File: src/rtl/upsert_engine.sv
// Single-request upsert sequencer: looks up a key, then writes to the hit entry,
// the first free entry, or a round-robin victim, and reports done/error.
module upsert_engine #(
    parameter int NUM_ENTRIES = 8,
    parameter bit EVICT_EN    = 1'b0,
    parameter int TIMEOUT     = 15
) (
    input  logic                   clk,
    input  logic                   rst,
    input  logic                   start,
    output logic                   busy,
    output logic                   lookup_req,
    input  logic                   lookup_valid,
    input  logic                   hit,
    input  logic [NUM_ENTRIES-1:0] idx_in,
    input  logic [NUM_ENTRIES-1:0] used,
    output logic                   select_out,
    output logic                   write_out,
    output logic [NUM_ENTRIES-1:0] idx_out,
    output logic                   evict_out,
    output logic                   done,
    output logic                   error,
    output logic [1:0]             err_code
);

    typedef enum logic [2:0] {IDLE, LOOKUP, WAIT, WRITE, RESP} state_t;

    state_t                 state;
    logic [7:0]             cnt;
    logic [NUM_ENTRIES-1:0] victim;
    logic [NUM_ENTRIES-1:0] free_idx;
    logic                   free_found;
    logic                   idx_onehot;
    logic                   all_used;

    always_comb begin
        free_idx   = '0;
        free_found = 1'b0;
        for (int unsigned i = 0; i < NUM_ENTRIES; i++) begin
            if (!used[i] && !free_found) begin
                free_idx[i] = 1'b1;
                free_found  = 1'b1;
            end
        end
    end

    always_comb begin
        idx_onehot = $onehot(idx_in);
        all_used   = &used;
    end

    // idx_out/select_out/evict_out double as the registered write target:
    // they are loaded on the WAIT->WRITE edge and cleared on every other edge.
    always_ff @(posedge clk) begin
        if (rst) begin
            state      <= IDLE;
            cnt        <= '0;
            victim     <= NUM_ENTRIES'(1);
            busy       <= 1'b0;
            lookup_req <= 1'b0;
            write_out  <= 1'b0;
            select_out <= 1'b0;
            evict_out  <= 1'b0;
            idx_out    <= '0;
            done       <= 1'b0;
            error      <= 1'b0;
            err_code   <= 2'b00;
        end else begin
            lookup_req <= 1'b0;
            write_out  <= 1'b0;
            select_out <= 1'b0;
            evict_out  <= 1'b0;
            idx_out    <= '0;
            done       <= 1'b0;
            error      <= 1'b0;
            case (state)
                IDLE: begin
                    if (start) begin
                        state      <= LOOKUP;
                        busy       <= 1'b1;
                        lookup_req <= 1'b1;
                        err_code   <= 2'b00;
                    end
                end
                LOOKUP: begin
                    state <= WAIT;
                    cnt   <= '0;
                end
                WAIT: begin
                    if (lookup_valid) begin
                        if (hit) begin
                            if (idx_onehot) begin
                                state      <= WRITE;
                                write_out  <= 1'b1;
                                select_out <= 1'b1;
                                idx_out    <= idx_in;
                            end else begin
                                state    <= RESP;
                                error    <= 1'b1;
                                err_code <= 2'b11;
                            end
                        end else if (!all_used) begin
                            state     <= WRITE;
                            write_out <= 1'b1;
                            idx_out   <= free_idx;
                        end else if (EVICT_EN) begin
                            state     <= WRITE;
                            write_out <= 1'b1;
                            evict_out <= 1'b1;
                            idx_out   <= victim;
                        end else begin
                            state    <= RESP;
                            error    <= 1'b1;
                            err_code <= 2'b01;
                        end
                    end else if (cnt == 8'(TIMEOUT - 1)) begin
                        state    <= RESP;
                        error    <= 1'b1;
                        err_code <= 2'b10;
                    end else begin
                        cnt <= cnt + 8'd1;
                    end
                end
                WRITE: begin
                    state <= RESP;
                    done  <= 1'b1;
                    if (evict_out) begin
                        victim <= {victim[NUM_ENTRIES-2:0], victim[NUM_ENTRIES-1]};
                    end
                end
                RESP: begin
                    state <= IDLE;
                    busy  <= 1'b0;
                end
                default: state <= IDLE;
            endcase
        end
    end

endmodule
File: config.mk
export PLATFORM = sky130hd
export DESIGN_NAME = upsert_engine
export DESIGN_NICKNAME = d
export VERILOG_FILES = /design/src/rtl/upsert_engine.sv
export SDC_FILE = /design/constraint.sdc
export NUM_CORES = 1
export LEC_CHECK = 0
export BUFFER_PORTS_ARGS = -buffer_cell sky130_fd_sc_hd__buf_4
export CAP_MARGIN = 20
export CORE_UTILIZATION = 33
export CTS_CLUSTER_SIZE = 8
export DETAILED_ROUTE_END_ITERATION = 7
export HOLD_SLACK_MARGIN = 0.03
export PLACE_DENSITY = 0.58
export SYNTH_ARGS = -nofsm -noshare
export SYNTH_HDL_FRONTEND = slang
export SYNTH_SLANG_ARGS = --single-unit
File: constraint.sdc
create_clock -name clk -period 4.7 [get_ports clk]
set_input_delay 0.235 -clock clk [delete_from_list [all_inputs] [get_ports clk]]
set_output_delay 0.235 -clock clk [all_outputs]
set_load 0.05 [all_outputs]
==> results.txt, run 1 <==
The tools report the number of antenna violations at the first check in global routing as 0. The violation count after the first detailed-route iteration is 21. Dividing total power by cell area gives a power density of 273 nW/um^2. The worst setup path is launched from an input port. Via count of the first global-routing pass: 1,168. The run finished with clean final reports. Final clock skew: 0.00401 ns. The pre-antenna-repair detailed-routing pass consisted of 4 iterations. The antenna cell count came out at 0. The tree is rooted in a clkbuf_8. The tools report the CTS buffer count as 3. The layout-stage area growth over the synthesis result is 25.0%, and the shortest period the worst path allows is 3.50 ns.

The number of H-tree levels came out at 1. The run gives 4.88 ns as the data required time of the critical path. The region available for standard cell placement spans 4060 sq um. The synthesized design contains 27 register bits.

For this run the aggregate overflow at the end of global routing stands at 0. The pre-CTS worst setup slack is 0.924 ns, and the first-pass GRT wire length is 5.13 mm. After clock tree synthesis, the clock-pin slew on the worst setup and hold paths is 0.09 ns.

The total of hold buffers inserted after clock tree synthesis is 0. The run gives 2.55 mm as the post-detailed-placement half-perimeter wirelength. The tools report the critical path capture point type as a flip-flop.

38 I/O pins were placed. The floorplan step set the die height to 67.6 um. Among all flip-flop cells after synthesis, the most frequent one is dfxtp_1. The path class of the tightest hold or removal check is in -> reg. Of the available clock period, the critical path in the final layout requires 74.4%. Category of the critical setup timing path: in -> reg.

For the final routed database, the setup TNS stands at 0 ns. The run gives 0 as the number of nets still failing antenna checks after routing. Cells fill 43.7% of the core in the end. The tools report the residual DRC count as 0. The tools report the die area as 4570 sq um.

Gates resized during post-CTS repair numbered 0. The number of buffers inserted to repair setup after CTS is 0, and the per-cell via count in the routed design is 5.00. The total number of nets in the final design was 228.

The sink count of the clock tree is 27, and the number of standard-cell rows in the floorplan is 23. The net count after synthesis was 192; the final count of pins violating max slew was 0. The portion of the post-synthesis area used by sequential elements is 38.1%.

Setup violations remaining at the end of the flow were counted as 0. The largest vdd supply drop is 0.127 mV, and the slack of the worst reg-to-reg path is 2.73 ns. The logs give 42 for the unique cell type count in the Yosys netlist and 0 for the number of violations of the max-capacitance limit. The cell count after synthesis came out at 162.

The tools report the latest clock arrival within the worst-skew pair as 0.27 ns. Peak clock frequency supported by timing: 0.286 GHz. Cells with a size suffix above 1 make up 22.8% of the layout.

The number of enable flip-flop cells after synthesis works out to 0. Routability-driven placement finished with a final weighted congestion of 0.740. For this configuration, the core starts out at a cell density of 35.0%. The transition time of the tightest slew-check pin works out to 0.519 ns.

Routed wire length: 3.19 mm. The cell area after synthesis was 1420 sq um. The routed wirelength normalized by instance count is 12.9 um.

The yosys synthesis warning count is 0, and the largest fanout on the critical path is 3. In the synthesized netlist the async set-or-reset flop fraction comes to 0%. Summing over every cut layer, the via total after detailed routing is 1,236.

After synthesis, the mean cell area works out to 8.76 sq um. The smallest setup slack after layout was 1.20 ns; the aggregate global-route resource usage was 15.0%. The tools report the arrival time at the worst endpoint as 3.68 ns. Hold violation count in the final report: 0. From left edge to right edge, the die measures 67.6 um. The run gives 0.000736 uW as the static power due to leakage. Largest net degree at the start of global routing: 15. The logs give 2 for the number of buffers on the longest clock path and 65.1% for the worst slew slack as a fraction of its limit.

TritonCTS built the clock tree. Setup repair after global routing left no endpoint under its margin. The count of buffers from port buffering was 36.
[logic make-up after synthesis]
family                   after synthesis  share of synthesized area (%)
other                                  1                          0.264
XOR/XNOR                               6                           3.70
buffers and inverters                 24                           6.61
flip-flops                            27                           38.1
adder cells (fa/ha/maj)                9                           10.1
AND/OR/NAND/NOR                       57                           21.3
AO/OA/AOI/OAI                         38                           20.0
[synth_stat cells (2+ instances only)]
library cell | instances | area (sq um)
o21ai_0 | 6 | 30.0
dfxtp_1 | 27 | 541
o211ai_1 | 2 | 15.0
nand4_1 | 4 | 25.0
a22o_1 | 2 | 17.5
inv_1 | 19 | 71.3
nor2_1 | 12 | 45.0
a21boi_1 | 2 | 15.0
and4_1 | 2 | 17.5
a31oi_1 | 3 | 18.8
nand2_1 | 16 | 60.1
o21bai_1 | 2 | 15.0
and2_1 | 2 | 12.5
nor2b_1 | 2 | 12.5
clkbuf_1 | 4 | 15.0
a2111oi_2 | 3 | 45.0
nand2b_1 | 4 | 25.0
o31ai_1 | 2 | 15.0
nor3_1 | 4 | 20.0
ha_1 | 5 | 62.6
nand3_1 | 2 | 10.0
fa_1 | 4 | 80.1
a21oi_1 | 8 | 40.0
nor4_1 | 2 | 12.5
xnor2_1 | 6 | 52.6
[worst max-delay path: stages]
cell and delay (ns):
buf_4 0.08, inv_1 0.05, fa_1 0.57, fa_1 0.43, fa_1 0.43, inv_1 0.07
ha_1 0.17, inv_1 0.06, fa_1 0.39, a211o_1 0.30, a22o_1 0.20, or3_1 0.35
o21a_1 0.21, o32ai_1 0.11
[cell type report]
class,instances,area (sq um)
multi-input combinational,111,785
sequential,27,541
clock buffer,4,45.0
tap,50,62.6
fill,402,2280
timing repair buffer,36,270
inverter,19,71.3
[registers in the layout (all words and copies together) (netlist names)]
register and count:
lookup_req 1, idx_out 8, done 1, err_code 2, write_out 1, error 1, busy 1, state 3
cnt 8, select_out 1
[where the power goes]
| part | internal [uW] | switching (uW) | total [uW] |
|---|---|---|---|
| Sequential | 234 | 6.95 | 241 |
| Combinational | 46.8 | 64.5 | 111 |
| Clock | 60.8 | 70.8 | 132 |
[path summary, 6_finish.rpt]
path,from,end,depth (start not counted)
worst max register to register,cnt[0],cnt[7],7
worst min-delay path,used[4],idx_out[4],2
worst max-delay path,idx_in[0],err_code[1],14
worst min register to register,err_code[0],err_code[0],2
[stage by stage]
step                cell area [sq um]  power [uW]  hold WS (ns)  instances
global route                     1770         511         0.156        247
floorplan                        1420         320         0.337        162
global placement                 1730         354         0.447        243
finish                           1770         484         0.149        247
detailed placement               1730         359         0.445        243
CTS                              1770         491         0.146        247
[routing by layer]
metal  vias to the layer above  wire, um  global-route usage, %
met5                         -         0                      0
met2                        28      1580                   25.6
li1                        632         -                      -
met1                       571      1400                   18.2
met4                         0        36                   4.79
met3                         5       168                   3.89
[cells in the final DEF, fill, tap and decap left out, drive strengths merged]
cell and count:
a2111oi 3, a211o 2, a211oi 1, a21boi 2, a21o 1, a21oi 8, a22o 2, a31oi 3
a32o 1, and2 2, and3 2, and4 2, buf 36, clkbuf 4, conb 1, dfxtp 27
fa 4, ha 5, inv 19, nand2 16, nand2b 4, nand3 2, nand4 4, nor2 12
nor2b 2, nor3 4, nor4 3, nor4b 1, nor4bb 1, o211ai 2, o21a 1, o21ai 7
o21bai 2, o31ai 2, o32ai 1, or2 1, or3 1, xnor2 6
No activity file was read; power rests on OpenSTA's default activity.
==> inputs of run 2 (changes only) <==
ABC_AREA = 1   (was not set)
PLACE_DENSITY = 0.6   (was 0.58)
clock period = 3.1 ns   (was 4.7 ns; I/O delays follow)
==> run 2 against run 1 <==
Against the previous run: register-to-register slack worse by 1.2 ns; utilization up 1.1 points; routed wire length up 4.2%; critical endpoint is now err_code[0]; largest cell class unchanged; largest power group is now combinational cells.
==> results.txt, run 2 <==
The post-synthesis average cell area was 7.15 sq um (was 8.76 sq um). The largest vdd supply drop is 0.182 mV (was 0.127 mV), and the final weighted congestion in routability-driven placement is 0.788 (was 0.740). The final clock skew was 0.00279 ns (was 0.00401 ns). The fraction of power consumed by combinational cells was 42.1% (was 23.0%). The post-detailed-placement half-perimeter wirelength is 2.67 mm (was 2.55 mm), and the portion of the post-synthesis area used by sequential elements is 35.6% (was 38.1%). Most frequent cells in the layout: nand2_1, buf_4, inv_1, dfxtp_1, nor2_1 (was buf_4, dfxtp_1, inv_1).

The adder and majority gate portion of the synthesized area is 9.41% (was 10.1%). Chip width: 69.8 um (was 67.6 um). The CTS clock-pin slew for the worst setup and hold paths is 0.09 ns (about the same), and the initial core utilization is 34.6% (was 35.0%). The number of cells on the worst reg-to-reg path works out to 10 (was 7). Clock tree root driver cell: clkbuf_8 (unchanged). The CTS buffer count is 3 (unchanged). The complex-gate fraction of the synthesized area was 8.66% (was 20.0%). The logs give 0 (unchanged) for the residual DRC count and 0 ns (unchanged) for the sum of negative setup slack. Most common cell after layout, fill and taps aside: nand2_1 (was buf_4). The category of the critical setup timing path is in -> reg (unchanged).

The number of standard cells in the final layout excluding fillers was 308 (was 247). The run gives 0.329 GHz as the peak clock frequency supported by timing. End point of the worst hold path: idx_out[0] (was idx_out[4]).

Beginning of the worst hold path: used[0] (was used[4]). The main combinational cell family by area after synthesis is simple AND/OR/NAND/NOR gates (unchanged). The routed wirelength normalized by instance count works out to 10.8 um (was 12.9 um).

The via count is 1,401 (was 1,236). TritonCTS built the clock tree. Most frequent cells after synthesis: nand2_1, inv_1, dfxtp_1, nor2_1, nand3_1 (was dfxtp_1, inv_1, nand2_1, nor2_1, a21oi_1). The run gives 24 (was 23) as the number of standard-cell rows in the floorplan. The run gives 38.8% (was 49.8%) as the power share of the sequential group. The internal portion of total power came out at 627 uW (was 342 uW). The arrival time at the worst endpoint is 3.21 ns (was 3.68 ns), and the aggregate global-route resource usage is 14.3% (was 15.0%). The static power due to leakage was 0.000903 uW (was 0.000736 uW); the power density normalized to cell area was 532 nW/um^2 (was 273 nW/um^2).

The violation count after the first detailed-route iteration is 44 (was 21), and the height of the chip is 69.8 um (was 67.6 um). The flip-flop cell with the highest count after synthesis was dfxtp_1 (unchanged). The simple-gate share of the synthesized area came out at 35.2% (was 21.3%).

Biggest regs: cnt: 8 flops, idx_out: 8 flops, state: 3 flops (unchanged). The final cycle utilization of the critical path was 98.0%; the number of antenna violations at the first check in global routing was 0 (unchanged). Register bit count reported by yosys: 27 (unchanged).

The tools report the count of mapped cells out of synthesis as 212 (was 162). Cell type with the largest total area after synthesis: dfxtp_1 (unchanged). The layout-stage area growth over the synthesis result was 29.6% (was 25.0%); the number of violations of the max-capacitance limit was 0 (unchanged). The final count of pins violating max slew was 0 (unchanged). Unique cell type count in the Yosys netlist: 28 (was 42). For the global-route congestion overflow total, the log shows 0 (unchanged). The switching portion of total power works out to 40.0% (was 29.4%). For the total number of nets in the final design, the log shows 287 (was 228). The latest clock arrival within the worst-skew pair is 0.27 ns (about the same). The logs give 38 (unchanged) for the number of primary I/O pins and 418 uW (was 142 uW) for the switching power.

Critical path capture point type: a flip-flop (unchanged). The part of the total power dissipated in the clock network was 19.2% (was 27.2%). The share of the synthesized netlist area taken by xor and xnor gates works out to 0.578% (was 3.70%).

For the placed instance count, the log shows 301 (was 243). The yosys synthesis warning count was 0 (unchanged); the via count of the first global-routing pass was 1,333 (was 1,168). Setup repair after global routing could not meet its margin everywhere. The logs give 4870 sq um (was 4570 sq um) for the die area and 3.28 ns (was 4.88 ns) for the data required time of the critical path. The routed wire length is 3.32 mm (was 3.19 mm), and the area inside the core boundary is 4380 sq um (was 4060 sq um). The net count after synthesis is 242 (was 192), and the first-pass GRT wire length is 5.61 mm (was 5.13 mm). The largest fanout on the critical path was 3 (unchanged). The per-cell via count in the routed design came out at 4.55 (was 5.00). Endpoint of the worst-slack reg-to-reg timing path: cnt[1] (was cnt[7]). The origin of the critical flop-to-flop path is cnt[0] (unchanged). The number of H-tree levels came out at 1 (unchanged).

The tools report the hold violation count in the final report as 0 (unchanged). Counting I/O delays and the setup requirement, the final critical path takes 3.04 ns. The area fraction of the dominant cell type after synthesis was 35.6% (was 38.1%); the slack of the worst reg-to-reg path was 1.58 ns (was 2.73 ns). The number of iterations in the first detailed-routing pass was 4 (unchanged).

The library cell with the highest instance count after synthesis is nand2_1 (was dfxtp_1). The count of buffers from port buffering works out to 36 (unchanged). The run gives 0 (unchanged) as the final count of negative-setup-slack endpoints.

The tools report the fraction of the core area covered by cells at the end of the flow as 44.8% (was 43.7%). The run finished with clean final reports. The worst hold path depth came out at 2 (unchanged). For the number of buffers on the longest clock path, the log shows 2 (unchanged).

The number of enable flip-flop cells after synthesis was 0 (unchanged). For the total power of the final layout, the log shows 1050 uW (was 484 uW). For the largest net degree at the start of global routing, the log shows 16 (was 15).

The cell area after synthesis is 1520 sq um (was 1420 sq um). The sink count of the clock tree was 27 (unchanged); the fraction of registers with async set/reset was 0% (unchanged). The worst hold path class is in -> reg (unchanged). Antenna cell count: 0 (unchanged). For the total of hold buffers inserted after clock tree synthesis, the log shows 0 (unchanged). Sort of element at the start of the critical path: an input port (unchanged). The multiplexer share of the synthesized area came out at 0% (unchanged).

The ratio of cells with drive above 1 in the final layout is 29.3% (was 22.8%), and the number of nets still failing antenna checks after routing is 0 (unchanged). Largest cells by area after synthesis: dfxtp_1, nand2_1, inv_1 (was dfxtp_1, fa_1, inv_1).
-- run 2: changes by cell type in the layout (fill, tap and decap cells not counted), moves of 4 or more --
cell / change
inv_1: +8
nor2_1: +14
inv_2: +5
nand2_1: +28
nand3_2: +4
nand2b_1: -4
nor2_2: +6
xnor2_1: -5
nand3_1: +12
buf_4: +6
-- run 2: worst max-delay path by stage --
| stage | from | to | slack [ns] | cells past startpoint |
|---|---|---|---|---|
| finish | idx_in[0] | err_code[0] | 0.06 | 16 |
| global route | idx_in[0] | err_code[0] | -0.1 | 16 |
| CTS | idx_in[1] | err_code[0] | 0.03 | 16 |
| detailed placement | idx_in[1] | err_code[0] | -0.26 | 16 |
| global placement | idx_in[0] | err_code[1] | -0.16 | 16 |
| floorplan | idx_in[0] | err_code[0] | 0.04 | 15 |
-- run 2: layout make-up --
class,count,area (sq um)
fill,474,2420
multi-input combinational,147,846
sequential,27,541
timing repair buffer,43,327
inverter,35,141
tap,52,65.1
clock buffer,3,41.3
clock inverter,1,5.00
-- run 2: per-stage QoR --
stage / worst slack, ns / hold WS (ns) / cell area, sq um
5_1_grt: -0.0969 / 0.0966 / 1970
3_5_place_dp: -0.264 / 0.397 / 1860
3_3_place_gp: -0.165 / 0.404 / 1860
2_1_floorplan: 0.0445 / 0.224 / 1520
4_1_cts: 0.0287 / 0.0998 / 1910
6_report: 0.0634 / 0.104 / 1970
-- run 2: worst max-delay path: stages --
cell and delay [ns]:
buf_6 0.07, inv_4 0.03, fa_1 0.56, fa_1 0.44, fa_1 0.44, inv_1 0.07, ha_2 0.18, inv_2 0.04
fa_1 0.47, nand3_1 0.08, nor2_2 0.17, nand3_2 0.14, o21ai_4 0.19, nor2_2 0.05, nor2_1 0.09, nor2_1 0.05
-- run 2: logic make-up (layout without fill, tap and decap cells) --
family,after synthesis,after routing
simple gates,112,112
buf+inv,38,82
flops,27,27
compound gates,24,24
fa+ha+maj,9,9
other cells,1,1
xor+xnor,1,1
-- run 2: power by group through the flow --
stage | combinational, uW | clock (uW) | sequential, uW
3_3_place_gp | 416 | 0 | 414
4_1_cts | 421 | 209 | 406
6_report | 440 | 200 | 405
3_5_place_dp | 419 | 0 | 414
5_1_grt | 490 | 222 | 410
2_1_floorplan | 252 | 0 | 470
-- run 2: repair_timing --
action / CTS / global route
setup buffers: 0 / 3
setup endpoints to repair: 0 / 11
gates resized for setup: 0 / 17
-- run 2: routing by layer --
metal,global-route usage (%),share of wire (%),vias up
met2,22.8,47,16
met3,2.18,2.4,4
met1,19.4,49,619
met4,5.33,1.3,0
met5,0,0,-
li1,-,-,762
